**config.mk**
```make
export PLATFORM = sky130hd
export DESIGN_NAME = shift_rows_pipe_flat
export DESIGN_NICKNAME = d
export VERILOG_FILES = /design/src/rtl/shift_rows_pipe_pkg.sv /design/src/rtl/shift_rows_pipe_if.sv /design/src/rtl/shift_rows_perm.sv /design/src/rtl/shift_rows_pipe.sv /design/src/flat_wrapper.sv
export SDC_FILE = /design/constraint.sdc
export NUM_CORES = 1
export LEC_CHECK = 0
export ABC_CLOCK_PERIOD_IN_PS = 3940
export CAP_MARGIN = 20
export CORE_MARGIN = 2
export CORE_UTILIZATION = 55
export DETAILED_ROUTE_END_ITERATION = 16
export HOLD_SLACK_MARGIN = 0.05
export PLACE_DENSITY = 0.95
export SLEW_MARGIN = 40
export SYNTH_ARGS = -nofsm -noshare
export SYNTH_HDL_FRONTEND = slang
export SYNTH_SLANG_ARGS = --single-unit
```
**constraint.sdc**
```tcl
create_clock -name clk -period 3.94 [get_ports clk]
set_clock_uncertainty 0.15 [all_clocks]
set_input_delay 0.985 -clock clk [delete_from_list [all_inputs] [get_ports clk]]
set_output_delay 0.985 -clock clk [all_outputs]
set_load 0.02 [all_outputs]
```
**src/rtl/shift_rows_pipe_pkg.sv**
```systemverilog
// Shared AES helpers: block-width legality, ShiftRows row offsets and the
// count encoding of the two-entry output buffer.
package shift_rows_pipe_pkg;

  typedef enum logic [1:0] {
    CNT_EMPTY = 2'd0,
    CNT_ONE   = 2'd1,
    CNT_FULL  = 2'd2
  } fifo_cnt_e;

  // Rijndael supports 4, 6 or 8 state columns.
  function automatic bit nb_legal(int nb);
    return (nb == 4) || (nb == 6) || (nb == 8);
  endfunction

  // Row offset C(r). Only the 256-bit block shifts rows 2 and 3 one further.
  function automatic int row_shift(int nb, int r);
    if (r == 0) return 0;
    if ((nb == 8) && (r >= 2)) return r + 1;
    return r;
  endfunction

endpackage

```
**src/rtl/shift_rows_pipe_if.sv**
```systemverilog
// Valid/ready stream bundle around the ShiftRows stage: input beat with mode
// bit and tag, output beat with tag.
interface shift_rows_pipe_if #(
  parameter int NB    = 4,
  parameter int TAG_W = 4
);
  logic                in_valid;
  logic                in_ready;
  logic [32*NB-1:0]    in_data;
  logic                in_inv;
  logic [TAG_W-1:0]    in_tag;
  logic                out_valid;
  logic                out_ready;
  logic [32*NB-1:0]    out_data;
  logic [TAG_W-1:0]    out_tag;

  modport master (
    output in_valid, in_data, in_inv, in_tag, out_ready,
    input  in_ready, out_valid, out_data, out_tag
  );

  modport slave (
    input  in_valid, in_data, in_inv, in_tag, out_ready,
    output in_ready, out_valid, out_data, out_tag
  );
endinterface

```
**src/rtl/shift_rows_perm.sv**
```systemverilog
// Combinational ShiftRows / InvShiftRows byte permutation. Byte k = r + 4c
// sits at state[W-1-8k -: 8]; the column index wraps modulo NB.
module shift_rows_perm
  import shift_rows_pipe_pkg::*;
#(
  parameter int NB = 4
) (
  input  logic [32*NB-1:0] state,
  input  logic             inv,
  output logic [32*NB-1:0] permuted
);
  localparam int W = 32 * NB;

  logic [W-1:0] fwd_state;
  logic [W-1:0] inv_state;

  // Both directions are pure wiring; the mode bit only selects between them.
  for (genvar r = 0; r < 4; r++) begin : g_row
    for (genvar c = 0; c < NB; c++) begin : g_col
      localparam int SRC_F = (c + row_shift(NB, r)) % NB;
      localparam int SRC_I = (c + NB - row_shift(NB, r)) % NB;
      assign fwd_state[W-1-8*(r+4*c) -: 8] = state[W-1-8*(r+4*SRC_F) -: 8];
      assign inv_state[W-1-8*(r+4*c) -: 8] = state[W-1-8*(r+4*SRC_I) -: 8];
    end
  end

  // Select the permutation requested for this beat.
  always_comb begin
    permuted = inv ? inv_state : fwd_state;
  end

endmodule

```
**src/rtl/shift_rows_pipe.sv**
```systemverilog
// Registered, flow-controlled ShiftRows stage. The permutation is applied on
// the way into a two-entry buffer so in_ready depends on registered state only.
//
// count     | meaning
// ----------+--------------------------------------------------
// CNT_EMPTY | no beat held, out_valid low
// CNT_ONE   | head valid, room for one more beat
// CNT_FULL  | head and tail valid, in_ready low
module shift_rows_pipe
  import shift_rows_pipe_pkg::*;
#(
  parameter int NB    = 4,
  parameter int TAG_W = 4
) (
  input  logic               clk,
  input  logic               rst,
  shift_rows_pipe_if.slave   bus
);
  localparam int W = 32 * NB;

  if (!nb_legal(NB)) begin : g_bad_nb
    $error("shift_rows_pipe: NB must be 4, 6 or 8");
  end

  fifo_cnt_e        count;
  logic [W-1:0]     head_data;
  logic [TAG_W-1:0] head_tag;
  logic [W-1:0]     tail_data;
  logic [TAG_W-1:0] tail_tag;
  logic [W-1:0]     perm_data;
  logic             push;
  logic             pop;

  shift_rows_perm #(.NB(NB)) u_perm (
    .state    (bus.in_data),
    .inv      (bus.in_inv),
    .permuted (perm_data)
  );

  assign bus.in_ready  = (count != CNT_FULL) && !rst;
  assign bus.out_valid = (count != CNT_EMPTY);
  assign bus.out_data  = head_data;
  assign bus.out_tag   = head_tag;

  assign push = bus.in_valid && bus.in_ready;
  assign pop  = bus.out_valid && bus.out_ready;

  // Buffer occupancy and entry updates; the head only changes on a pop or
  // when the buffer was empty, so the outputs hold under backpressure.
  always_ff @(posedge clk) begin
    if (rst) begin
      count     <= CNT_EMPTY;
      head_data <= '0;
      head_tag  <= '0;
      tail_data <= '0;
      tail_tag  <= '0;
    end else begin
      case (count)
        CNT_EMPTY: begin
          if (push) begin
            head_data <= perm_data;
            head_tag  <= bus.in_tag;
            count     <= CNT_ONE;
          end
        end
        CNT_ONE: begin
          if (push && pop) begin
            head_data <= perm_data;
            head_tag  <= bus.in_tag;
          end else if (push) begin
            tail_data <= perm_data;
            tail_tag  <= bus.in_tag;
            count     <= CNT_FULL;
          end else if (pop) begin
            count <= CNT_EMPTY;
          end
        end
        CNT_FULL: begin
          if (pop) begin
            head_data <= tail_data;
            head_tag  <= tail_tag;
            count     <= CNT_ONE;
          end
        end
        default: count <= CNT_EMPTY;
      endcase
    end
  end

endmodule

```
**src/flat_wrapper.sv**
```systemverilog
// flat-port wrapper written by rule: the top's interface ports become plain ports
module shift_rows_pipe_flat import shift_rows_pipe_pkg::*;
#(
  parameter int NB    = 4,
  parameter int TAG_W = 4
)
  (clk, rst, bus_in_valid, bus_in_data, bus_in_inv, bus_in_tag, bus_out_ready, bus_in_ready, bus_out_valid, bus_out_data, bus_out_tag);
  shift_rows_pipe_if #(.NB(NB), .TAG_W(TAG_W)) bus_i ();
  input  logic clk;
  input  logic rst;
  input wire logic [$bits(bus_i.in_valid)-1:0] bus_in_valid;
  input wire logic [$bits(bus_i.in_data)-1:0] bus_in_data;
  input wire logic [$bits(bus_i.in_inv)-1:0] bus_in_inv;
  input wire logic [$bits(bus_i.in_tag)-1:0] bus_in_tag;
  input wire logic [$bits(bus_i.out_ready)-1:0] bus_out_ready;
  output wire logic [$bits(bus_i.in_ready)-1:0] bus_in_ready;
  output wire logic [$bits(bus_i.out_valid)-1:0] bus_out_valid;
  output wire logic [$bits(bus_i.out_data)-1:0] bus_out_data;
  output wire logic [$bits(bus_i.out_tag)-1:0] bus_out_tag;
  assign bus_i.in_valid = bus_in_valid;
  assign bus_i.in_data = bus_in_data;
  assign bus_i.in_inv = bus_in_inv;
  assign bus_i.in_tag = bus_in_tag;
  assign bus_i.out_ready = bus_out_ready;
  assign bus_in_ready = bus_i.in_ready;
  assign bus_out_valid = bus_i.out_valid;
  assign bus_out_data = bus_i.out_data;
  assign bus_out_tag = bus_i.out_tag;
  shift_rows_pipe #(.NB(NB), .TAG_W(TAG_W)) u_core (.clk(clk), .rst(rst), .bus(bus_i));
endmodule
```
==> summary.md <==
| Metric | Value |
|---|---|
| Port Buffers | `270` |
| Worst Path Max Fanout | `21` |
| Largest family of logic cells by synthesized area | `compound AO/OA/AOI/OAI gates` |
| Clock buffer count from CTS | `28` |
| First-pass GRT wire length | `58.95 mm` |
| Count of cell types in the netlist | `30` |
| Adder-Cell Fraction of Synth Area | `0%` |
| Global route overflow | `0` |
| Die height | `156.1 um` |
| WL per Instance | `21.22 um` |
| Clock Sinks | `266` |
| Worst-path clk slew | `0.06 ns` |
| Number of hold buffers added after CTS | `0` |
| Post-route cell area | `0.01630 mm2` |
| # setup viols final | `0` |
| Power Total | `6.605 mW` |
| Pwr Density | `405.3 mW/mm2` |
| Synthesized area per cell | `9.641 um2` |
| Xor/xnor share of the synthesized area | `0%` |
| RSZ-0062 raised after global routing | `false` |
| Yosys warnings | `0` |
| Hpwl dp | `22.41 mm` |
| Via density | `6.613` |
| Sequential element share of the synthesized area | `41.88%` |
| Status | `finished, final reports clean` |
| Die area | `0.02435 mm2` |
| CP startpoint kind | `register` |
| Top cells by area, synth | `dfxtp_1 (42%), mux2i_1 (16%), a311oi_1 (9.1%)` |
| CTS tree | `yes` |
| Top Ports | `271` |
| Register Area | `0.005330 mm2` |
| Syn Nets | `1456` |
| Synth Area in Compound Gates | `25.73%` |
| Width of the die | `156.1 um` |
| Layout cell share with drive strength beyond 1 | `6.179%` |
| Hold Vio Cnt, Final | `0` |
| RD Place Congestion | `0.8108` |
| Leakage power | `6.362 nW` |
| Simple-Gate Fraction of Synth Area | `10.24%` |
| Initial antenna violation count | `0` |
| Synth async-reset ratio | `0%` |
| Gr usage total | `29.23%` |
| Register bit total from synthesis | `266` |
| Critical Path RT | `2.80 ns` |
| Slew @ Worst Pin | `1.081 ns` |
| FP Rows | `55` |
| Crit path capture type | `output port` |
| Fill count | `1488` |
| Tmin final | `3.254 ns` |
| Vias | `11730` |
| Hold WC Path Type | `register to register` |
| Ys flop type | `dfxtp_1` |
| ANT nets after route | `0` |
| GR Layer Usage met2 | `47.35%` |
| Gate Count Post-Synth | `1319` |
| Tcrit/Tclk final | `82.59%` |
| Clock Latency Late Sink | `0.54 ns` |
| PostCTS Resize Cnt | `0` |
| Mux share of post-synthesis cell area | `15.51%` |
| Post-synth EDFFs | `0` |
| H-tree Lvls | `1` |
| GRT met3 Usage | `4.972%` |
| GRT busiest layer | `met2` |
| CTS max path bufs | `3` |
| Post-route DRC | `0` |
| CP arrival | `2.12 ns` |
| Internal reg-to-reg setup slack | `1.22 ns` |
| Layout net count | `1604` |
| Max Cap Viol | `0` |
| Met1 GRT Util | `40.59%` |
| DRT iter0 DRCs | `1285` |
| Hold WS | `0.3251 ns` |
| Slew Limit Headroom | `27.96%` |
| Top-area cell type share of the netlist area | `41.88%` |
| Post-CTS Setup Bufs | `0` |
| Largest net degree at the start of global routing | `134` |
| Total Routed Length | `37.64 mm` |
| Total negative setup slack | `0 ns` |
| Synth area leader | `dfxtp_1` |
| Starting density of the core | `56.16%` |
| Area Growth Syn to Fin | `28.17%` |
| # diodes | `0` |
| Core area | `0.02264 mm2` |
| DR pass1 iterations | `5` |
| Setup CP Type | `register to output port` |
| Placed standard-cell area | `0.01537 mm2` |
| Root buf cell | `clkbuf_16` |
| Area occupied by multi-input gates | `0.006600 mm2` |
| Vias in the first global route | `10960` |
| Worst VDD drop | `0.3063 mV` |
| Synthesized area | `0.01272 mm2` |
| Fin. max-slew vios | `0` |
| F_max | `307.3 MHz` |
==> where the power goes <==
group	internal [mW]	switching, mW	total [mW]
logic	0.521	0.553	1.07
registers	2.81	0.0836	2.90
clock network	1.54	1.10	2.63
==> Yosys cell counts, types with 3 or more instances <==
master	count
buf_6	10
a311oi_1	132
nor3b_1	64
o21ai_0	66
buf_2	48
a21oi_1	133
a211o_1	64
buf_1	3
nand3_1	68
dfxtp_1	266
clkbuf_1	107
mux2i_1	197
a211oi_1	67
buf_4	10
nand2b_1	66
==> worst max-delay path, cell delays in order (launching register included) <==
cell             delay (ns)
dfxtp_2                0.59
nand2b_4               0.23
nor2b_1                0.14
clkdlybuf4s50_1        0.62
==> per-layer routing <==
metal / share of wire (%) / routed length [um] / vias up
met4: 2.4 / 917 / 0
met5: 0 / 0 / -
met2: 47 / 17600 / 630
met3: 8.7 / 3283 / 81
met1: 42 / 15840 / 5674
li1: - / - / 5347
==> logic make-up after synthesis <==
group,Yosys count
AO/OA/AOI/OAI,469
buffers and inverters,179
flip-flops,266
multiplexers,197
AND/OR/NAND/NOR,208
==> metrics by stage <==
stage / setup slack (ns) / std cells / util, %
after floorplan: 1.007 / 1319 / -
after global placement: 0.6945 / 1721 / 67.76
after detailed placement: 0.6690 / 1722 / 67.88
after CTS: 0.6515 / 1774 / 71.97
after global routing: 0.5692 / 1774 / 71.99
final: 0.6861 / 1774 / 71.99
==> placed cells by master, fill, tap and decap left out, drive strengths merged, types with 2 or more instances in the layout <==
cell type	count
a211o	64
a211oi	68
a21oi	133
a311oi	132
buf	28
clkbuf	39
clkdlybuf4s50	268
clkinv	11
dfxtp	266
mux2i	197
nand2b	66
nand3	68
nor2	2
nor2b	2
nor3b	64
o21ai	68
==> final timing paths <==
path | from | to | cells after the start
worst min register to register | u_core.tail_data[93]$_SDFFE_PP0P_ | u_core.tail_data[93]$_SDFFE_PP0P_ | 2
worst max-delay path | u_core.count[0]$_SDFFE_PP0P_ | bus_in_ready | 3
worst max register to register | u_core.count[0]$_SDFFE_PP0P_ | u_core.bus.out_data[57]$_SDFFE_PP0P_ | 5
worst min-delay path | u_core.tail_data[93]$_SDFFE_PP0P_ | u_core.tail_data[93]$_SDFFE_PP0P_ | 2
==> area by class of cell <==
cell class,instances,share of cell area [%]
Multi-Input combinational cell,874,40.50
Sequential cell,266,32.70
Timing Repair Buffer,296,18.86
Clock buffer,39,5.113
Tap cell,285,2.188
Clock inverter,13,0.5681
Inverter,1,0.06909
==> flip-flops by register name, indices dropped and copies added (netlist names) <==
signal	cells
u_core.bus.out_data	128
u_core.tail_data	128
u_core.bus.out_tag	4
u_core.tail_tag	4
u_core.count	2
Note: power is estimated with default switching activity, not from simulation.
